**src/rtl/de_pair_gen_pkg.sv**
```systemverilog
// Shared constants for the D/E operand-pair generator: operand width and
// controller state encodings.
package de_pair_gen_pkg;

    localparam int DE_W = 4;

    localparam logic [1:0] ST_IDLE = 2'b00;
    localparam logic [1:0] ST_EMIT = 2'b01;
    localparam logic [1:0] ST_DONE = 2'b10;

endpackage

```
**src/rtl/de_pair_gen_datapath.sv**
```systemverilog
// Datapath for de_pair_gen: F/D registers, D incrementer, ripple subtractor
// Eo = F_reg - D_reg, and the end-of-run comparator. Honours DE_PAIR_WRAP_EN.
import de_pair_gen_pkg::*;

module de_pair_gen_datapath (
    input  logic            clk,
    input  logic            rst,
    input  logic [DE_W-1:0] F,
    input  logic            F_ld,
    input  logic            D_clr,
    input  logic            D_inc,
    output logic [DE_W-1:0] Do,
    output logic [DE_W-1:0] Eo,
    output logic            D_eq_last
);

    logic [DE_W-1:0] F_reg;
    logic [DE_W-1:0] D_reg;
    logic [DE_W-1:0] D_n;
    logic [DE_W-1:0] last;
    logic [DE_W-1:0] diff;
    logic [DE_W-1:0] carry;

    // NOTE: registers use non-blocking assignments so every flop samples
    // pre-edge values regardless of the order the statements appear in.
    always_ff @(posedge clk) begin
        if (rst) begin
            F_reg <= '0;
            D_reg <= '0;
        end else begin
            if (F_ld)
                F_reg <= F;
            if (D_clr)
                D_reg <= '0;
            else if (D_inc)
                D_reg <= D_reg + 4'd1;
        end
    end

    // F + ~D + 1, carry-in of one, final borrow dropped.
    assign D_n = ~D_reg;
    always_comb begin
        carry    = '0;
        carry[0] = 1'b1;
        for (int i = 0; i < DE_W - 1; i++)
            carry[i+1] = (F_reg[i] & D_n[i]) | (carry[i] & (F_reg[i] ^ D_n[i]));
        diff = F_reg ^ D_n ^ carry;
    end

`ifdef DE_PAIR_WRAP_EN
    assign last = '1;
`else
    assign last = F_reg;
`endif

    assign D_eq_last = (D_reg == last);
    assign Do        = D_reg;
    assign Eo        = diff;

endmodule

```
**src/rtl/de_pair_gen.sv**
```systemverilog
// de_pair_gen top: controller FSM streaming every (D, E) pair with D+E = F,
// one pair per valid/ready handshake. Optional macro: DE_PAIR_WRAP_EN.
import de_pair_gen_pkg::*;

module de_pair_gen (
    input  logic            clk,
    input  logic            rst,
    input  logic            start,
    input  logic [DE_W-1:0] F,
    input  logic            ready,
    output logic [DE_W-1:0] Do,
    output logic [DE_W-1:0] Eo,
    output logic            valid,
    output logic            busy,
    output logic            done
);

    logic [1:0] state;
    logic [1:0] state_next;
    logic       F_ld;
    logic       D_clr;
    logic       D_inc;
    logic       D_eq_last;
    logic       accept;

    always_ff @(posedge clk) begin
        if (rst)
            state <= ST_IDLE;
        else
            state <= state_next;
    end

    assign accept = valid & ready;

    // NOTE: every output of this block gets a default first, so no path
    // leaves a value unassigned and no latch is inferred.
    always_comb begin
        state_next = state;
        F_ld       = 1'b0;
        D_clr      = 1'b0;
        D_inc      = 1'b0;
        case (state)
            ST_IDLE: begin
                if (start) begin
                    F_ld       = 1'b1;
                    D_clr      = 1'b1;
                    state_next = ST_EMIT;
                end
            end
            ST_EMIT: begin
                if (accept) begin
                    if (D_eq_last)
                        state_next = ST_DONE;
                    else
                        D_inc = 1'b1;
                end
            end
            ST_DONE: state_next = ST_IDLE;
            default: state_next = ST_IDLE;
        endcase
    end

    assign valid = (state == ST_EMIT);
    assign done  = (state == ST_DONE);
    assign busy  = valid | done;

    de_pair_gen_datapath u_datapath (
        .clk       (clk),
        .rst       (rst),
        .F         (F),
        .F_ld      (F_ld),
        .D_clr     (D_clr),
        .D_inc     (D_inc),
        .Do        (Do),
        .Eo        (Eo),
        .D_eq_last (D_eq_last)
    );

endmodule

```
**config.mk**
```make
export PLATFORM = sky130hd
export DESIGN_NAME = de_pair_gen
export DESIGN_NICKNAME = d
export VERILOG_FILES = /design/src/rtl/de_pair_gen_pkg.sv /design/src/rtl/de_pair_gen_datapath.sv /design/src/rtl/de_pair_gen.sv
export SDC_FILE = /design/constraint.sdc
export NUM_CORES = 1
export LEC_CHECK = 0
export ABC_AREA = 0
export BUFFER_PORTS_ARGS = -buffer_cell sky130_fd_sc_hd__buf_2
export CORE_AREA = 10 10 47 49
export DETAILED_ROUTE_END_ITERATION = 8
export DIE_AREA = 0 0 57 59
export PLACE_DENSITY = 0.69
export SLEW_MARGIN = 25
export SYNTH_ARGS = -nofsm -noshare
export SYNTH_HDL_FRONTEND = slang
export SYNTH_SLANG_ARGS = --single-unit
export TNS_END_PERCENT = 10
```
**constraint.sdc**
```tcl
create_clock -name clk -period 2.8 [get_ports clk]
set_input_delay 0.28 -clock clk [delete_from_list [all_inputs] [get_ports clk]]
set_output_delay 0.28 -clock clk [all_outputs]
set_load 0.01 [all_outputs]
```
==> results.sh, run 1 <==
export IMPL_min_delay_start="rst"
export IMPL_initial_utilization_pct=44.1
export IMPL_finalSetupViolCount=0
export IMPL_clkTransAtPathRegs_ns=0.06
export IMPL_timing_critical_path_to="Eo[3]"
export IMPL_rsz0062_at_grt="no"
export IMPL_busiest_layer="met2"
export IMPL_hold_depth=2
export IMPL_drv_cap=0
export IMPL_p_leak_uw=0.000369
export IMPL_cts_max_level=1
export IMPL_mappedNetlistNets=87
export IMPL_synth_distinct_cells=20
export IMPL_arrival_ns=1.89
export IMPL_clock_latency_ns=0.26
export IMPL_clock_sinks=10
export IMPL_r2r_start="u_datapath.Do[1]"
export IMPL_yosys_top_cells_area="dfxtp_1 (32%), ha_1 (16%), inv_1 (7.3%)"
export IMPL_wl_per_cell_um=12.6
export IMPL_cts_tree="done"
export IMPL_cellPowerDensity_mw_per_mm2=610
export IMPL_seq_area_frac_synth_pct=32.4
export IMPL_hold_viol_final=0
export IMPL_synth_top_cell_by_area="dfxtp_1"
export IMPL_fp_coreArea_mm2=0.00140
export IMPL_min_period_ns=2.17
export IMPL_drc_errors=0
export IMPL_max_slew_margin_rel_pct=79.0
export IMPL_cts_hold_buf=0
export IMPL_crit_start="u_datapath.Do[0]"
export IMPL_crit_fanout=5
export IMPL_power_uw=458
export IMPL_place_congestion=0.743
export IMPL_rows=14
export IMPL_use_met2_pct=15.3
export IMPL_root_buffer="clkbuf_4"
export IMPL_use_met3_pct=4.72
export IMPL_fin_nets=110
export IMPL_critical_path_class="flip-flop to primary output"
export IMPL_syn_area_per_cell_um2=8.96
export IMPL_grt_ovfl_total=0
export IMPL_syn_inst=69
export IMPL_antenna_cells=0
export IMPL_die_h_um=59
export IMPL_rr_worst_depth=6
export IMPL_die_area_mm2=0.00336
export IMPL_clock_skew_ns=0.00127
export IMPL_fmax_ghz=0.461
export IMPL_cts_setup_buffers=0
export IMPL_drive_above_1_share_pct=25.6
export IMPL_grt_start_max_net_pins=8
export IMPL_grt_pass1_wl_mm=2.39
export IMPL_io_buffer_count=18
export IMPL_rrSetupSlack_ns=0.93
export IMPL_vias=538
export IMPL_slew_violations=0
export IMPL_pin_count=19
export IMPL_vias_per_cell=5.08
export IMPL_yosys_warnings=0
export IMPL_synth_seq_cells=10
export IMPL_cts_max_path_buffers=2
export IMPL_dpl_hpwl_mm=1.14
export IMPL_fin_crit_sh_pct=77.5
export IMPL_vdd_drop_max_v=0.000318
export IMPL_dieWidth_um=57
export IMPL_status="complete, no violations"
export IMPL_netlist_area_um2=618
export IMPL_worst_setup_path_start_kind="flip-flop"
export IMPL_grt_usage_pct=8.98
export IMPL_yosysTopAreaCellShare_pct=32.4
export IMPL_cts_buffers=3
export IMPL_tightestPinTransition_ns=0.313
export IMPL_syn_to_final_growth_pct=21.5
export IMPL_end_kind="primary output"
export IMPL_finalHoldWorstSlack_ns=0.264
export IMPL_wirelength_mm=1.33
export IMPL_antenna_found_initial=0
export IMPL_dr_pass1_iters=4
export IMPL_drtIter0Drc=10
export IMPL_ctsResizeCount=0
export IMPL_met1_usage_pct=8.87
export IMPL_grt_pass1_vias=555
export IMPL_postRouteAntennaNets=0
export IMPL_hold_path_class="primary input to flip-flop"
export IMPL_tns_ns=0
export IMPL_r2r_end="u_datapath.Do[3]"
export IMPL_cp_required_ns=2.52
## layout make-up
cell class	count	area (um2)
Timing Repair Buffer	18	90.1
Tap cell	16	20.0
Multi-Input combinational cell	47	373
Fill cell	148	651
Sequential cell	10	200
Clock buffer	3	22.5
Inverter	12	45.0
## synthesized netlist by cell type
library cell / instances
a211oi_1: 1
a21bo_1: 1
a21oi_1: 5
a21oi_4: 1
a221oi_1: 1
a31o_1: 1
and3_1: 1
dfxtp_1: 10
fa_1: 2
ha_1: 8
inv_1: 12
mux2_1: 1
mux2i_1: 1
nand2_1: 7
nand2b_1: 2
nand3_1: 5
nand4_1: 2
nor2_1: 5
xnor2_1: 2
xnor2_2: 1
## logic make-up after synthesis
family / count (synthesis) / share of synthesized area, %
compound gates: 10 / 12.3
buf+inv: 12 / 7.29
fa+ha+maj: 10 / 22.7
simple gates: 22 / 16.4
flops: 10 / 32.4
xor+xnor: 3 / 5.47
mux: 2 / 3.44
## power by group
group | internal [uW] | leakage (uW) | total [uW] | switching (uW)
Clock | 49.5 | 0.0000138 | 95.7 | 46.1
Sequential | 159 | 0.0000815 | 174 | 14.2
Combinational | 77.8 | 0.000273 | 188 | 111
## metrics by stage
stage          setup WS, ns  cell area [um2]  util (%)  std cells
3_3_place_gp          0.920              728      52.0        103
2_1_floorplan         0.930              618         -         69
6_report              0.629              751      53.6        106
4_1_cts               0.604              751      53.6        106
3_5_place_dp          0.893              728      52.0        103
5_1_grt               0.503              751      53.6        106
## layout by cell type, fill, tap and decap left out
| master | n |
|---|---|
| nor2_1 | 5 |
| a21bo_1 | 1 |
| ha_1 | 8 |
| xnor2_1 | 2 |
| a31o_1 | 1 |
| dfxtp_1 | 10 |
| a221oi_1 | 1 |
| clkbuf_4 | 3 |
| nand2b_1 | 2 |
| inv_1 | 12 |
| buf_2 | 18 |
| mux2_1 | 1 |
| a21oi_1 | 5 |
| a21oi_4 | 1 |
| nand4_1 | 2 |
| and3_1 | 1 |
| a211oi_1 | 1 |
| nand2_1 | 7 |
| nand3_1 | 5 |
| xnor2_2 | 1 |
| fa_1 | 2 |
| mux2i_1 | 1 |
## how the worst min path moves through the flow
| stage | end | slack [ns] |
|---|---|---|
| 2_1_floorplan | state[0] | 0.35 |
| 3_3_place_gp | u_datapath.F_reg[0] | 0.45 |
| 5_1_grt | u_datapath.F_reg[0] | 0.28 |
| 6_report | u_datapath.F_reg[0] | 0.26 |
| 4_1_cts | u_datapath.F_reg[0] | 0.25 |
| 3_5_place_dp | u_datapath.F_reg[0] | 0.45 |
## layer usage
layer  wire length (um)  up-vias
li1                   -      270
met1                584      241
met2                638       23
met3                 95        4
met4                 14        0
met5                  0        -
## worst max-delay path, cell delays in order (launching register included)
cell     delay [ns]
dfxtp_1        0.35
ha_1           0.23
fa_1           0.37
fa_1           0.38
xnor2_1        0.15
buf_2          0.14
Power figures use the tool's default switching activity.
==> inputs of run 2 (changes only) <==
==> constraint.sdc (replaced) <==
create_clock -name clk -period 2.3 [get_ports clk]
set_input_delay 0.23 -clock clk [delete_from_list [all_inputs] [get_ports clk]]
set_output_delay 0.23 -clock clk [all_outputs]
set_load 0.01 [all_outputs]
==> run 2 against run 1 <==
Net effect:
- critical path type unchanged
- total power increased by 30%
- sequential power increased by 21%
- first-iteration DRC count increased by 40%
- global-route usage is 0.21 points higher
- critical path depth did not move
- clock power grew 63%
- non-clock buffer count is the same
- combinational power is 21% higher
- hold slack got worse by 0.049 ns
==> results.sh, run 2 (synthesis gave the netlist of run 1 again) <==
export IMPL_grt_start_max_net_pins=8
export IMPL_slew_violations=0
export IMPL_critical_path_class="flip-flop to primary output"
export IMPL_grt_pass1_wl_mm=2.44
export IMPL_power_frac_seq_pct=35.5
export IMPL_tightestPinTransition_ns=0.292
export IMPL_vias_per_cell=4.91
export IMPL_seqCellArea_um2=200
export IMPL_critPathBufInv=1
export IMPL_intPower_uw=384
export IMPL_p_switching_uw=212
export IMPL_critPathMaxStageDelay_ns=0.38
export IMPL_cts_max_path_buffers=2
export IMPL_initial_utilization_pct=44.1
export IMPL_drtIter0Drc=14
export IMPL_tns_ns=0
export IMPL_path_delay_family="adder cells"
export IMPL_place_ws_ns=0.433
export IMPL_final_common_cell="buf_2"
export IMPL_cellPowerDensity_mw_per_mm2=779
export IMPL_antenna_found_initial=0
export IMPL_cts_buffers=3
export IMPL_drc_errors=0
export IMPL_fin_nets=110
export IMPL_postRouteAntennaNets=0
export IMPL_antenna_cells=0
export IMPL_vdd_drop_max_v=0.000426
export IMPL_end_kind="primary output"
export IMPL_grt_ovfl_total=0
export IMPL_cp_required_ns=2.07
export IMPL_drv_cap=0
export IMPL_cts_setup_buffers=0
export IMPL_fill_cells=157
export IMPL_power_frac_clock_pct=26.2
export IMPL_fmax_ghz=0.470
export IMPL_root_buffer="clkbuf_4"
export IMPL_clock_sinks=10
export IMPL_wl_per_cell_um=12.7
export IMPL_fin_crit_sh_pct=92.5
export IMPL_finalSetupViolCount=0
export IMPL_cts_max_level=1
export IMPL_layout_common_cells="buf_2 (18), inv_1 (12), dfxtp_1 (10), ha_1 (8), nand2_1 (7)"
export IMPL_status="complete, no violations"
export IMPL_grt_pass1_vias=562
export IMPL_p_leak_uw=0.000376
export IMPL_rsz0062_at_grt="no"
export IMPL_min_period_ns=2.13
export IMPL_crit_chain="ha_1 > fa_1 > fa_1 > xnor2_1 > buf_2"
export IMPL_crit_top_cell="fa_1"
export IMPL_dpl_hpwl_mm=1.09
export IMPL_syn_to_final_growth_pct=23.7
export IMPL_max_slew_margin_rel_pct=80.4
export IMPL_cts_hold_buf=0
export IMPL_fp_coreArea_mm2=0.00140
export IMPL_worst_setup_path_start_kind="flip-flop"
export IMPL_rows=14
export IMPL_die_h_um=59
export IMPL_place_congestion=0.753
export IMPL_io_buffer_count=18
export IMPL_hold_path_class="primary input to flip-flop"
export IMPL_crit_fanout=5
export IMPL_slowest_stage="fa_1"
export IMPL_combPwrFrac_pct=38.3
export IMPL_clock_skew_ns=0.00312
export IMPL_cts_tree="done"
export IMPL_timing_final_ws_setup_ns=0.172
export IMPL_dr_pass1_iters=4
export IMPL_clock_latency_ns=0.26
export IMPL_wirelength_mm=1.36
export IMPL_hold_viol_final=0
export IMPL_arrival_ns=1.90
export IMPL_pin_count=19
export IMPL_rrSetupSlack_ns=0.44
export IMPL_multi_input_area_um2=373
export IMPL_switching_share_pct=35.5
export IMPL_vias=525
export IMPL_ctsResizeCount=0
export IMPL_die_area_mm2=0.00336
export IMPL_drive_above_1_share_pct=26.4
export IMPL_clkTransAtPathRegs_ns=0.07
export IMPL_grt_usage_pct=9.19
export IMPL_dieWidth_um=57
-- run 2: power groups by stage --
stage	clock network, uW	registers (uW)	logic [uW]
2_1_floorplan	0	211	167
3_3_place_gp	0	213	226
3_5_place_dp	0	215	230
4_1_cts	162	211	233
5_1_grt	172	213	266
6_report	156	211	228
-- run 2: final cells by class --
cell class	instances	area share, %
sequential	10	26.2
timing repair buffer	18	11.8
tap	16	2.62
multi-input combinational	47	48.8
clock buffer	4	4.75
inverter	12	5.89
-- run 2: layer usage --
metal | part of all wire [%] | global-route usage, % | vias to the layer above
li1 | - | - | 270
met5 | 0 | 0 | -
met2 | 48 | 15.3 | 17
met3 | 6.9 | 4.29 | 2
met1 | 44 | 9.34 | 236
met4 | 0.66 | 5.03 | 0
-- run 2: final timing paths --
path                        from             endpoint  cells after the start
max reg2reg     u_datapath.Do[1]     u_datapath.Do[3]                      6
min reg2reg  u_datapath.F_reg[0]  u_datapath.F_reg[0]                      2
max             u_datapath.Do[0]                Eo[3]                      5
min                          rst  u_datapath.F_reg[0]                      2
-- run 2: through the flow --
step	std cells	power [uW]	hold WS, ns	area, um2	utilization [%]
after global placement	103	440	0.445	728	52.0
after CTS	107	606	0.203	764	54.6
after detailed placement	103	445	0.448	728	52.0
final	107	596	0.215	764	54.6
after floorplan	69	379	0.299	618	-
after global routing	107	651	0.221	764	54.6
-- run 2: worst reg2reg max path, delay by kind of cell, from the launching register on --
family / cells / cell delay, ns
compound gates: 1 / 0.24
flops: 1 / 0.46
buf+inv: 1 / 0.07
simple gates: 2 / 0.37
fa+ha+maj: 1 / 0.28
mux: 1 / 0.33
==> inputs of run 3 (changes only) <==
==> constraint.sdc (replaced) <==
create_clock -name clk -period 2.21 [get_ports clk]
set_input_delay 0.221 -clock clk [delete_from_list [all_inputs] [get_ports clk]]
set_output_delay 0.221 -clock clk [all_outputs]
set_load 0.01 [all_outputs]
==> run 3 against run 2 <==
Net effect:
- wire length shrank 6.4%
- via count down 4.2%
- sequential power rose by 4%
- sequential cell count unchanged
- global-route usage fell by 0.61 points
- non-clock buffer count did not move
==> results.sh, run 3 (synthesis gave the netlist of run 1 again) <==
export IMPL_drtIter0Drc=3
export IMPL_cts_max_level=1
export IMPL_grt_pass1_wl_mm=2.37
export IMPL_slew_violations=0
export IMPL_hold_path_class="primary input to flip-flop"
export IMPL_vdd_drop_max_v=0.000585
export IMPL_power_frac_clock_pct=20.6
export IMPL_cellPowerDensity_mw_per_mm2=759
export IMPL_cts_tree="done"
export IMPL_combPwrFrac_pct=41.3
export IMPL_max_slew_margin_rel_pct=81.0
export IMPL_initial_utilization_pct=44.1
export IMPL_layout_common_cells="buf_2 (18), inv_1 (12), dfxtp_1 (9), ha_1 (8), nand2_1 (7)"
export IMPL_fin_crit_sh_pct=93.8
export IMPL_drc_errors=0
export IMPL_die_area_mm2=0.00336
export IMPL_place_congestion=0.753
export IMPL_pin_count=19
export IMPL_crit_chain="inv_1 > ha_1 > fa_2 > fa_2 > inv_1 > buf_2"
export IMPL_vias=503
export IMPL_slowest_stage="fa_2"
export IMPL_arrival_ns=1.85
export IMPL_instances_no_fill=106
export IMPL_grt_ovfl_total=0
export IMPL_wirelength_mm=1.27
export IMPL_antenna_cells=0
export IMPL_tns_ns=0
export IMPL_p_leak_uw=0.000367
export IMPL_io_buffer_count=18
export IMPL_cp_required_ns=1.99
export IMPL_root_buffer="clkbuf_4"
export IMPL_dr_pass1_iters=2
export IMPL_grt_usage_pct=8.58
export IMPL_place_ws_ns=0.334
export IMPL_timing_final_ws_setup_ns=0.138
export IMPL_clock_sinks=10
export IMPL_vias_per_cell=4.75
export IMPL_min_period_ns=2.07
export IMPL_fill_cells=152
export IMPL_cts_buffers=3
export IMPL_die_h_um=59
export IMPL_cts_setup_buffers=0
export IMPL_finalSetupViolCount=0
export IMPL_dpl_hpwl_mm=1.09
export IMPL_crit_fanout=2
export IMPL_fmax_ghz=0.483
export IMPL_clock_latency_ns=0.25
export IMPL_clock_skew_ns=0.00169
export IMPL_worst_setup_path_start_kind="flip-flop"
export IMPL_antenna_found_initial=0
export IMPL_clkTransAtPathRegs_ns=0.06
export IMPL_drv_cap=0
export IMPL_end_kind="primary output"
export IMPL_dp_cells=103
export IMPL_critPathMaxStageDelay_ns=0.52
export IMPL_switching_share_pct=36.6
export IMPL_power_frac_seq_pct=38.1
export IMPL_post_dp_cell_area_um2=728
export IMPL_intPower_uw=364
export IMPL_p_switching_uw=210
export IMPL_status="complete, no violations"
export IMPL_critical_path_class="flip-flop to primary output"
export IMPL_hold_viol_final=0
export IMPL_fin_nets=110
export IMPL_cts_max_path_buffers=2
export IMPL_grt_start_max_net_pins=8
export IMPL_wl_per_cell_um=12.0
export IMPL_rsz0062_at_grt="no"
export IMPL_postRouteAntennaNets=0
export IMPL_dieWidth_um=57
export IMPL_grt_pass1_vias=565
export IMPL_syn_to_final_growth_pct=22.5
export IMPL_tightestPinTransition_ns=0.284
export IMPL_rows=14
export IMPL_final_common_cell="buf_2"
export IMPL_drive_above_1_share_pct=28.9
export IMPL_finalInstanceArea_um2=757
export IMPL_fp_coreArea_mm2=0.00140
==> run 3: critical path: cells and delay by family (launching register included) <==
kind,cells,cell delay (ns)
adder cells (fa/ha/maj),3,1.05
flip-flops,1,0.34
buffers and inverters,3,0.21
==> run 3: power by group through the flow <==
stage	clock network, uW	logic [uW]	registers [uW]
final	118	237	219
after global routing	132	278	222
after CTS	124	242	219
after detailed placement	0	241	224
after global placement	0	236	222
after floorplan	0	174	220
==> run 3: repair_timing <==
action | 4_1_cts | 5_1_grt
hold buffers | 0 | 0
endpoints found under the setup margin | 0 | 1
resized for setup | 0 | 3
==> run 3: final timing paths <==
path	startpoint	endpoint	slack, ns	cells after the start
max	u_datapath.F_reg[0]	Eo[2]	0.14	6
min	rst	u_datapath.F_reg[1]	0.21	2
max reg2reg	u_datapath.Do[1]	u_datapath.Do[3]	0.35	6
min reg2reg	u_datapath.F_reg[0]	u_datapath.F_reg[0]	0.48	2
==> run 3: layout make-up <==
class	instances	area, um2	area share (%)
multi-input cells	47	378	49.9
well taps	16	20.0	2.64
repair buffers	18	90.1	11.9
inverters	12	45.0	5.95
flip-flops and latches	10	201	26.6
clock buffers	3	22.5	2.98
==> run 3: per-layer routing <==
metal	up-vias	track usage [%]	part of all wire, %
met5	-	0	0
met4	0	2.01	1.1
met3	2	4.29	7.3
met2	15	14.4	46
met1	217	9.45	45
li1	269	-	-
==> run 3: per-stage QoR <==
step	hold WS, ns	total power, uW	utilization (%)
2_1_floorplan	0.290	394	-
3_3_place_gp	0.445	458	52.0
3_5_place_dp	0.477	464	52.0
4_1_cts	0.205	585	53.6
5_1_grt	0.219	633	54.0
6_report	0.209	574	54.0
